===== config.mk =====
export PLATFORM = sky130hd
export DESIGN_NAME = alu_arbiter_flat
export DESIGN_NICKNAME = d
export VERILOG_FILES = /design/src/rtl/alu_arbiter_if.sv /design/src/rtl/alu_arbiter.sv /design/src/flat_wrapper.sv
export SDC_FILE = /design/constraint.sdc
export NUM_CORES = 1
export LEC_CHECK = 0
export ABC_AREA = 0
export CAP_MARGIN = 20
export CORE_AREA = 4 4 77 115
export CTS_CLUSTER_SIZE = 16
export DETAILED_ROUTE_END_ITERATION = 10
export DIE_AREA = 0 0 81 119
export PLACE_DENSITY_LB_ADDON = 0.1
export SKIP_CTS_REPAIR_TIMING = 1
export SLEW_MARGIN = 0
export SYNTH_ARGS = -nofsm -noshare
export SYNTH_HDL_FRONTEND = slang
export SYNTH_SLANG_ARGS = --single-unit

===== constraint.sdc =====
create_clock -name clk -period 1.8 [get_ports clk]
set_input_delay 0.18 -clock clk [delete_from_list [all_inputs] [get_ports clk]]
set_output_delay 0.18 -clock clk [all_outputs]
set_load 0.03 [all_outputs]

===== src/rtl/alu_arbiter_if.sv =====
// -----------------------------------------------------------------------------
// alu_arbiter_if
//   Bundles every non-clock signal of alu_arbiter into one bundle: the two
//   requester handshakes, the response bus and the shared-ALU connection.
//
//   slave  : the arbiter's side. It takes the requests and the ALU outputs, and
//            drives the acks, responses and ALU operands.
//   master : the side of the requesters and the ALU (mirror of slave).
//
//   Signals
//     req0/req1, op0/op1, a0/b0, a1/b1   requester handshake and operands
//     ack0/ack1                           one-cycle response strobes
//     rsp_result, rsp_flags, rsp_err      registered response
//     busy                                arbiter not idle
//     alu_a, alu_b, alu_opcode, alu_enable  operands and control to the ALU
//     alu_result, alu_flags               combinational ALU outputs
// -----------------------------------------------------------------------------
interface alu_arbiter_if #(
  parameter int DATA_W = 16
);
  logic              req0;
  logic              req1;
  logic [5:0]        op0;
  logic [5:0]        op1;
  logic [DATA_W-1:0] a0;
  logic [DATA_W-1:0] b0;
  logic [DATA_W-1:0] a1;
  logic [DATA_W-1:0] b1;

  logic              ack0;
  logic              ack1;
  logic [DATA_W-1:0] rsp_result;
  logic [3:0]        rsp_flags;   // {zero, neg, carry, overflow}
  logic              rsp_err;
  logic              busy;

  logic [DATA_W-1:0] alu_a;
  logic [DATA_W-1:0] alu_b;
  logic [5:0]        alu_opcode;
  logic              alu_enable;
  logic [DATA_W-1:0] alu_result;
  logic [3:0]        alu_flags;

  modport slave (
    input  req0, req1, op0, op1, a0, b0, a1, b1, alu_result, alu_flags,
    output ack0, ack1, rsp_result, rsp_flags, rsp_err, busy,
           alu_a, alu_b, alu_opcode, alu_enable
  );

  modport master (
    output req0, req1, op0, op1, a0, b0, a1, b1, alu_result, alu_flags,
    input  ack0, ack1, rsp_result, rsp_flags, rsp_err, busy,
           alu_a, alu_b, alu_opcode, alu_enable
  );
endinterface


===== src/rtl/alu_arbiter.sv =====
// -----------------------------------------------------------------------------
// alu_arbiter
//   Gives two requesters access to one shared combinational ALU. Only one
//   operation is in flight at a time. Each operation takes three cycles:
//   IDLE (the request is sampled), EXEC (the ALU is driven) and DONE (the
//   winner's ack pulses and the response is valid).
//
//   A divide or modulo by zero is trapped. The ALU is never enabled for it.
//   The response reads all-ones with zero flags, and rsp_err is high.
//
//   Ports
//     clk    single clock, rising edge
//     rst_n  asynchronous active-low reset
//     bus    alu_arbiter_if.slave; see the interface header for its signals
//
//   Parameter
//     DATA_W operand/result width. Only 16 is supported, to match the ALU.
//
//   Configuration macro
//     ALU_ARB_FIXED_PRIO_EN  if defined, requester 0 always wins a tie and the
//                            round-robin pointer is not built. If undefined,
//                            ties go to the requester not served last.
// -----------------------------------------------------------------------------

// Opcode encodings. A project-wide alu_ops.v compiled ahead of this file
// takes precedence.
`ifndef ALU_ADD
  `define ALU_ADD 6'h00
`endif
`ifndef ALU_SUB
  `define ALU_SUB 6'h01
`endif
`ifndef ALU_DIV
  `define ALU_DIV 6'h06
`endif
`ifndef ALU_MOD
  `define ALU_MOD 6'h07
`endif

module alu_arbiter #(
  parameter int DATA_W = 16
) (
  input logic         clk,
  input logic         rst_n,
  alu_arbiter_if.slave bus
);

  typedef enum logic [1:0] {
    S_IDLE = 2'd0,
    S_EXEC = 2'd1,
    S_DONE = 2'd2
  } state_t;

  state_t            state;
  logic              win_q;     // latched winner index
  logic              trap_q;    // latched divide/modulo-by-zero
`ifndef ALU_ARB_FIXED_PRIO_EN
  logic              last_q;    // requester served most recently
`endif

  // Candidate for the next operation, chosen from the live request inputs.
  // It is used only on the IDLE edge.
  logic              sel;
  logic [5:0]        sel_op;
  logic [DATA_W-1:0] sel_a;
  logic [DATA_W-1:0] sel_b;
  logic              sel_trap;

  // NOTE: every signal assigned in always_comb gets a default first, so no
  //       path leaves it unassigned and no latch is inferred.
  always_comb begin
    sel = 1'b0;
    if (bus.req0 && bus.req1) begin
`ifdef ALU_ARB_FIXED_PRIO_EN
      sel = 1'b0;
`else
      sel = ~last_q;
`endif
    end else if (bus.req1) begin
      sel = 1'b1;
    end

    sel_op   = sel ? bus.op1 : bus.op0;
    sel_a    = sel ? bus.a1  : bus.a0;
    sel_b    = sel ? bus.b1  : bus.b0;
    sel_trap = ((sel_op == `ALU_DIV) || (sel_op == `ALU_MOD)) &&
               (sel_b == '0);
  end

  // The state, the latched operation and every output are registered in this
  // one block. The ALU operand outputs act as the latch for the operation, so
  // they keep the last latched values through DONE and IDLE.
  // NOTE: sequential state uses non-blocking assignments only. Every register
  //       then updates from values sampled before the edge.
  // NOTE: all state is small control/data registers, so every register has an
  //       asynchronous reset and an abort leaves nothing stale behind.
  always_ff @(posedge clk or negedge rst_n) begin
    if (!rst_n) begin
      state          <= S_IDLE;
      win_q          <= 1'b0;
      trap_q         <= 1'b0;
`ifndef ALU_ARB_FIXED_PRIO_EN
      last_q         <= 1'b1;       // requester 0 wins the first tie
`endif
      bus.ack0       <= 1'b0;
      bus.ack1       <= 1'b0;
      bus.rsp_result <= '0;
      bus.rsp_flags  <= '0;
      bus.rsp_err    <= 1'b0;
      bus.busy       <= 1'b0;
      bus.alu_a      <= '0;
      bus.alu_b      <= '0;
      bus.alu_opcode <= '0;
      bus.alu_enable <= 1'b0;
    end else begin
      case (state)
        S_IDLE: begin
          if (bus.req0 || bus.req1) begin
            state          <= S_EXEC;
            win_q          <= sel;
            trap_q         <= sel_trap;
            bus.alu_a      <= sel_a;
            bus.alu_b      <= sel_b;
            bus.alu_opcode <= sel_op;
            bus.alu_enable <= ~sel_trap;  // a trapped op never reaches the ALU
            bus.busy       <= 1'b1;
          end
        end

        S_EXEC: begin
          state          <= S_DONE;
          bus.alu_enable <= 1'b0;
          if (trap_q) begin
            bus.rsp_result <= {DATA_W{1'b1}};
            bus.rsp_flags  <= 4'b0000;
            bus.rsp_err    <= 1'b1;
          end else begin
            bus.rsp_result <= bus.alu_result;
            bus.rsp_flags  <= bus.alu_flags;
            bus.rsp_err    <= 1'b0;
          end
          bus.ack0 <= ~win_q;
          bus.ack1 <=  win_q;
        end

        S_DONE: begin
          state    <= S_IDLE;
          bus.ack0 <= 1'b0;
          bus.ack1 <= 1'b0;
          bus.busy <= 1'b0;
`ifndef ALU_ARB_FIXED_PRIO_EN
          last_q   <= win_q;
`endif
        end

        default: begin
          state          <= S_IDLE;
          bus.ack0       <= 1'b0;
          bus.ack1       <= 1'b0;
          bus.busy       <= 1'b0;
          bus.alu_enable <= 1'b0;
        end
      endcase
    end
  end

endmodule

===== src/flat_wrapper.sv =====
// flat-port wrapper written by rule: the top's interface ports become plain ports
module alu_arbiter_flat 
#(
  parameter int DATA_W = 16
)
  (clk, rst_n, bus_req0, bus_req1, bus_op0, bus_op1, bus_a0, bus_b0, bus_a1, bus_b1, bus_alu_result, bus_alu_flags, bus_ack0, bus_ack1, bus_rsp_result, bus_rsp_flags, bus_rsp_err, bus_busy, bus_alu_a, bus_alu_b, bus_alu_opcode, bus_alu_enable);
  alu_arbiter_if #(.DATA_W(DATA_W)) bus_i ();
  input logic clk;
  input logic rst_n;
  input wire logic [$bits(bus_i.req0)-1:0] bus_req0;
  input wire logic [$bits(bus_i.req1)-1:0] bus_req1;
  input wire logic [$bits(bus_i.op0)-1:0] bus_op0;
  input wire logic [$bits(bus_i.op1)-1:0] bus_op1;
  input wire logic [$bits(bus_i.a0)-1:0] bus_a0;
  input wire logic [$bits(bus_i.b0)-1:0] bus_b0;
  input wire logic [$bits(bus_i.a1)-1:0] bus_a1;
  input wire logic [$bits(bus_i.b1)-1:0] bus_b1;
  input wire logic [$bits(bus_i.alu_result)-1:0] bus_alu_result;
  input wire logic [$bits(bus_i.alu_flags)-1:0] bus_alu_flags;
  output wire logic [$bits(bus_i.ack0)-1:0] bus_ack0;
  output wire logic [$bits(bus_i.ack1)-1:0] bus_ack1;
  output wire logic [$bits(bus_i.rsp_result)-1:0] bus_rsp_result;
  output wire logic [$bits(bus_i.rsp_flags)-1:0] bus_rsp_flags;
  output wire logic [$bits(bus_i.rsp_err)-1:0] bus_rsp_err;
  output wire logic [$bits(bus_i.busy)-1:0] bus_busy;
  output wire logic [$bits(bus_i.alu_a)-1:0] bus_alu_a;
  output wire logic [$bits(bus_i.alu_b)-1:0] bus_alu_b;
  output wire logic [$bits(bus_i.alu_opcode)-1:0] bus_alu_opcode;
  output wire logic [$bits(bus_i.alu_enable)-1:0] bus_alu_enable;
  assign bus_i.req0 = bus_req0;
  assign bus_i.req1 = bus_req1;
  assign bus_i.op0 = bus_op0;
  assign bus_i.op1 = bus_op1;
  assign bus_i.a0 = bus_a0;
  assign bus_i.b0 = bus_b0;
  assign bus_i.a1 = bus_a1;
  assign bus_i.b1 = bus_b1;
  assign bus_i.alu_result = bus_alu_result;
  assign bus_i.alu_flags = bus_alu_flags;
  assign bus_ack0 = bus_i.ack0;
  assign bus_ack1 = bus_i.ack1;
  assign bus_rsp_result = bus_i.rsp_result;
  assign bus_rsp_flags = bus_i.rsp_flags;
  assign bus_rsp_err = bus_i.rsp_err;
  assign bus_busy = bus_i.busy;
  assign bus_alu_a = bus_i.alu_a;
  assign bus_alu_b = bus_i.alu_b;
  assign bus_alu_opcode = bus_i.alu_opcode;
  assign bus_alu_enable = bus_i.alu_enable;
  alu_arbiter #(.DATA_W(DATA_W)) u_core (.clk(clk), .rst_n(rst_n), .bus(bus_i));
endmodule

==> reports/qor.yml <==
routing:
  dr.max_layer_used: "met4"
  drc: 0
  vias: 2752
  dr.pass1.iters: 4
  antenna_left: 0
  via_per_inst: 4.80
  wl_met2_mm: 4.63
  met1_length_mm: 3.37
  drt-total-wl_mm: 8.95
  wl_per_cell_um: 15.6
  dr.first_iter.drc_count: 107
  wl_met3_um: 751
yosys:
  synth_ff_type: "dfrtp_1"
  syn_area_um2: 3030
  synth.distinct_cells: 27
  synth_seq_cells: 68
  yosys-top-cells-area: "dfrtp_1 (55%), mux2i_1 (13%), nor2_1 (7.6%)"
  yosysWarnings: 0
  synth_common_cells: "dfrtp_1 (67), nor2_1 (61), mux2i_1 (40)"
  synthDominantCellAreaShare: 0.553
  synth.avg_cell_area_um2: 10.1
  syn_inst: 300
  synth_edf_count: 0
  synthesis.nets: 400
  yosysTopAreaCell: "dfrtp_1"
  synth_seq_area_share: 0.562
  async_flop_share: 1.00
  yosysMostFrequentCell: "dfrtp_1"
critical_path:
  reg2reg_slack_ps: 410
  ff2ff_path_depth: 4
  critPathRequiredTime_ps: 1620
  cp.arrival_ps: 1380
  criticalPathCategory: "reg2out"
  path_max_fanout: 2
  max_stage_delay_ps: 700
  crit_path_start_kind: "flip-flop"
  crit_path_cell_trace: "clkdlybuf4s50_1"
  path_buf_inv: 1
  r2r_start: "u_core.last_q"
  critPathTopFamily: "buffers and inverters"
  r2r-end: "u_core.bus.alu_b[4]"
  cp_slowest_cell: "clkdlybuf4s50_1"
  critPathCaptureType: "output pin"
cells_and_area:
  area_delta_synth_final_pct: 67.5
  diodes: 0
  nets: 563
  final_layout_size_suffix_gt1_frac: 0.0684
  n_fill_cell: 692
  stdcell_count: 573
  final_cell_area_um2: 5080
floorplan:
  io_pins: 163
  die_area_um2: 9640
  start_util: 0.383
  rows: 40
  die_y_um: 119
  coreArea_um2: 7910
  die_w_um: 81
timing:
  rsz0062_at_grt: "no"
  drv_slew: 0
  whs_ps: 325
  max_freq_mhz: 642
  clock_skew_ps: 4.19
  setup_slack_ps: 242
  fin_crit_sh: 0.865
  period_needed_ps: 1560
  worst_pin_slew_ps: 694
  slew_headroom: 0.538
  final-hold-violation-count: 0
  final-setup-viol-count: 0
clock_tree:
  clk_latency_ps: 330
  numCtsBuffers: 9
  clkTransAtPathRegs_ps: 50
  htree_num_levels: 3
  clkSinkCount: 68
  cts_buffer_depth: 2
  root_buffer: "clkbuf_16"
  cts_tree: "built"
global_routing:
  grt_pass1_vias: 2889
  overflow: 0
  antenna_found_initial: 0
  track_usage: 0.192
  grt_max_degree: 55
  grt_first_pass_wirelength_mm: 14.1
power:
  p_per_area_nw_per_um2: 1790
  p_leak_nw: 2.15
  vdd_drop_max_mv: 1.09
placement:
  dp_hpwl_mm: 6.95
  gp_congestion: 0.793
  dp_slack_ps: -54.2
  place_inst: 556
  port_buffers: 162
  place_area_um2: 4800
status:
  status: "completed"
flow_run:
  max_cap_violations: 0
worst_hold_path:
  hp-class: "in2async"
[sequential cells by signal, indices dropped and copies added (netlist names)]
signal                 count
u_core.state               2
u_core.bus.ack0            1
u_core.bus.rsp_flags       4
u_core.bus.alu_a          16
u_core.bus.alu_b          16
u_core.bus.ack1            1
u_core.last_q              1
u_core.bus.busy            1
u_core.bus.rsp_result     16
u_core.bus.rsp_err         1
u_core.bus.alu_enable      1
u_core.trap_q              1
u_core.bus.alu_opcode      6
u_core.win_q               1
[logic make-up after synthesis]
kind of cell           Yosys count  share of synthesized area
AO/OA/AOI/OAI                   67                      0.118
buffers and inverters           23                     0.0384
flip-flops                      68                      0.562
multiplexers                    41                      0.136
AND/OR/NAND/NOR                101                      0.146
[final cells by class]
class	instances	area (µm²)	area share
repair buffers	172	1730	0.342
flip-flops and latches	68	1700	0.335
multi-input cells	209	1230	0.242
clock buffers	11	243	0.0478
well taps	105	131	0.0259
clock inverters	5	27.5	0.00542
inverters	3	11.3	0.00222
[stage by stage]
step / TNS, ps / power [mW] / util
after floorplan: 0 / 5.44 / -
after global placement: 0 / 7.47 / 0.607
after detailed placement: -54.2 / 7.59 / 0.607
after CTS: 0 / 9.22 / 0.641
after global routing: 0 / 9.67 / 0.642
final: 0 / 9.09 / 0.642
[power by group]
| part | leakage (nW) | internal, mW | switching [mW] |
|---|---|---|---|
| Sequential | 0.780 | 2.29 | 0.477 |
| Combinational | 1.23 | 2.01 | 2.72 |
| Clock | 0.135 | 0.958 | 0.630 |
| Total | 2.15 | 5.26 | 3.83 |
[worst max path at each step]
| stage | start | cells after the start | end |
|---|---|---|---|
| final | u_core.bus.alu_opcode[3] | 1 | bus_alu_opcode[3] |
| after global routing | u_core.bus.alu_opcode[3] | 1 | bus_alu_opcode[3] |
| after CTS | u_core.bus.alu_opcode[3] | 1 | bus_alu_opcode[3] |
| after detailed placement | bus_b0[11] | 5 | u_core.bus.alu_enable |
| after global placement | bus_b0[11] | 5 | u_core.bus.alu_enable |
| after floorplan | u_core.last_q | 3 | u_core.bus.alu_enable |
[cells in the final DEF, fill, tap and decap left out]
cell,instances
buf_12,3
a21oi_1,39
clkbuf_8,1
clkinvlp_4,1
nor3_1,2
clkinv_2,4
inv_1,3
nor2_1,60
dfstp_2,1
a21o_1,1
nor4bb_1,1
a22o_1,1
mux2i_1,40
clkbuf_1,1
nor2b_1,1
mux2_2,1
o31ai_1,1
clkbuf_16,9
nor2_4,1
clkdlybuf4s50_1,161
dlygate4sd3_1,1
a21boi_4,1
nor4_1,3
buf_4,7
dfrtp_1,67
nand2b_1,4
o21bai_1,1
nand2_1,22
nand4_1,3
nand3_1,1
o32a_1,1
o21ai_0,22
nor4_2,3
[per-layer routing]
metal / vias to the layer above / global-route usage
met5: - / 0
met3: 13 / 0.0605
li1: 1353 / -
met2: 101 / 0.325
met4: 0 / 0.0867
met1: 1285 / 0.214
No activity file was read; power rests on OpenSTA's default activity.
==> patch (config.mk and constraints unchanged) <==
Encoding of `state_t`: now one-hot (3 bits for 3 states).
--- a/src/rtl/alu_arbiter.sv
+++ b/src/rtl/alu_arbiter.sv
@@ -45,10 +45,10 @@
   alu_arbiter_if.slave bus
 );
 
-  typedef enum logic [1:0] {
-    S_IDLE = 2'd0,
-    S_EXEC = 2'd1,
-    S_DONE = 2'd2
+  typedef enum logic [2:0] {
+    S_IDLE = 3'b001,
+    S_EXEC = 3'b010,
+    S_DONE = 3'b100
   } state_t;
 
   state_t            state;
Formal check against the unedited RTL: same outputs for any inputs over 10 cycles, from zero or initial values and one cycle with rst_n low; not proved beyond that.
==> patch against the unedited design <==
- routed wire length is 1.6% lower
- count of clock-buffer cells in the layout is 1 higher
- sequential cell count is 1 higher
- worst setup slack worse by 6.2 ps
- cell count is 2.4% higher
- synthesized area is 3.1% higher
- final area is 4.2% higher
- sequential share of layout area is 0.84 points lower
- power is 4.8% higher
- critical endpoint is now bus_alu_b[15]
==> patch: results (changes against the unedited design) <==
Global routing
  – Met3 usage: 6.127% (+0.076 points)
  – Met2 Usage GRT: 34.62% (+2.1 points)
  – Vias in the first global route: 3002 (+3.9%)
  – Largest net degree at the start of global routing: 70 (+27%)
  – Global-route wire length before repair: 14.00 mm (-0.39%)
  – Gr usage total: 19.11% (-0.051 points)
  – Met1 Use GR: 19.53% (-1.9 points)
  – Initial antenna violation count: 0 (unchanged)

Layout
  – Nets: 577 (+2.5%)
  – Largest registers: u_core.bus.alu_a x16, u_core.bus.alu_b x16, u_core.bus.rsp_result x16
  – FILL cells: 692 (unchanged)
  – Share of layout cells above drive strength 1: 8.714% (+1.9 points)
  – ANT cells: 0 (unchanged)

CTS
  – Clock latency on the worst-skew pair: 330 ps (about the same)
  – Clk pin slew, worst setup/hold paths: 50 ps (about the same)
  – Htree depth: 3 (unchanged)
  – Buffers from clock root to sink, at most: 2 (unchanged)
  – Root Driver: clkbuf_16
  – Inserted Clock Buffers: 9 (unchanged)

Routing
  – Via/cell ratio: 4.906 (+2.2%)
  – ANT nets after route: 0 (unchanged)
  – Post-DR wirelength/cell: 15.01 um (-4.0%)
  – Drt first pass iters: 4 (unchanged)
  – DR vias: 2880 (+4.7%)
  – Number of DRC markers in iteration 0: 109 (+1.9%)

Placement
  – Port Buffer Count: 162 (unchanged)
  – Final HPWL DP: 6.795 mm (-2.2%)
  – Placed Cells: 570 (+2.5%)
  – Gpl congestion: 0.7678 (-3.1%)

Outcome
  – Outcome: finished clean

Pwr
  – IR drop worst, VDD: 1.031 mV (-5.6%)
  – Leakage Power: 2.217 nW (+3.3%)
  – Sw power: 3.889 mW (+1.6%)

Synth
  – Unique masters post-synth: 31 (+15%)
  – Syn Nets: 408 (+2.0%)
  – Syn_area_per_cell: 10.15 um^2 (+0.42%)
  – Synth area leaders: dfrtp_1 (54%), mux2i_1 (12%), nor2_1 (9.6%)
  – Post-synthesis async set-or-reset flop share: 100.0% (unchanged)
  – Sequential share of the synthesized area: 55.32% (-0.85 points)
  – Synth cell count leaders: nor2_1 (80), dfrtp_1 (67), a21oi_1 (56)
  – Synth warn: 0 (unchanged)

Critical path
  – Crit-path max FO: 2 (unchanged)
  – Worst path max stage delay: between 600 and 700 ps
  – Slowest library cell on the worst path: clkdlybuf4s50_1
  – Critical path arrival: 1380 ps (about the same)
  – CP top delay family: buffers and inverters

Timing
  – Worst Max-Slew Pin Slew: 734.3 ps (+40.71 ps)
  – Max Clock Skew: 3.949 ps (-0.2399 ps)

Min path
  – Worst Hold Class: primary input to async pin
## patch: cell types whose count changed in the layout (fill, tap and decap cells not counted), moves of 3 or more
cell,delta
nor2_1,+19
o21ai_0,-18
a21oi_1,+17
nand2_1,-17
nand3b_1,+4
buf_4,+3
mux2_1,+3
## patch: power groups by stage
stage | Sequential, mW | Combinational [mW] | Clock, mW
final | 2.81 | 4.91 | 1.81
after global routing | 2.93 | 5.29 | 1.92
after CTS | 2.83 | 4.99 | 1.86
after detailed placement | 2.84 | 4.97 | 0
after global placement | 2.81 | 4.88 | 0
after floorplan | 4.08 | 1.47 | 0
## patch: metrics by stage
step	power (mW)	TNS [ps]	utilization (%)	setup WS, ps	area, um^2
finish	9.532	0	66.88	236.2	5289
global route	10.14	0	66.88	159.6	5289
CTS	9.679	0	66.76	212.5	5279
detailed placement	7.808	-64.53	62.82	-61.40	4967
global placement	7.689	-27.18	62.82	-27.18	4967
floorplan	5.549	0	-	384.5	3126
## patch: path summary, 6_finish.rpt
path / to / cells after the start / slack (ps) / from
worst max-delay path: bus_alu_b[15] / 1 / 240 / u_core.bus.alu_b[15]
worst min-delay path: u_core.bus.alu_a[13] / 3 / 400 / rst_n
worst max register to register: u_core.trap_q / 6 / 340 / u_core.state[0]
worst min register to register: u_core.bus.rsp_err / 1 / 490 / u_core.bus.rsp_err
max in group asynchronous: u_core.state[0] / 3 / 1050 / rst_n
min in group clk: u_core.bus.rsp_flags[0] / 3 / 420 / bus_alu_flags[0]
## patch: final cells by class
type                            count  share of cell area (%)
Clock inverter                      4                  0.8517
Clock buffer                       12                   5.039
Inverter                            2                  0.1419
Multi-Input combinational cell    217                   24.72
Timing Repair Buffer              178                   34.07
Tap cell                          105                   2.484
Sequential cell                    69                   32.69
## patch: kinds of logic (layout without fill, tap and decap cells)
logic type	after synthesis	in the layout	synth area share [%]
AO/OA/AOI/OAI	64	64	10.73
flip-flops	69	69	55.32
buffers and inverters	22	196	3.362
multiplexers	42	42	13.57
AND/OR/NAND/NOR	111	111	17.01
## patch: per-layer routing
layer,routed length (um),up-vias
met4,159,0
met1,3158,1365
met2,4806,99
li1,-,1406
met3,684,10
met5,0,-
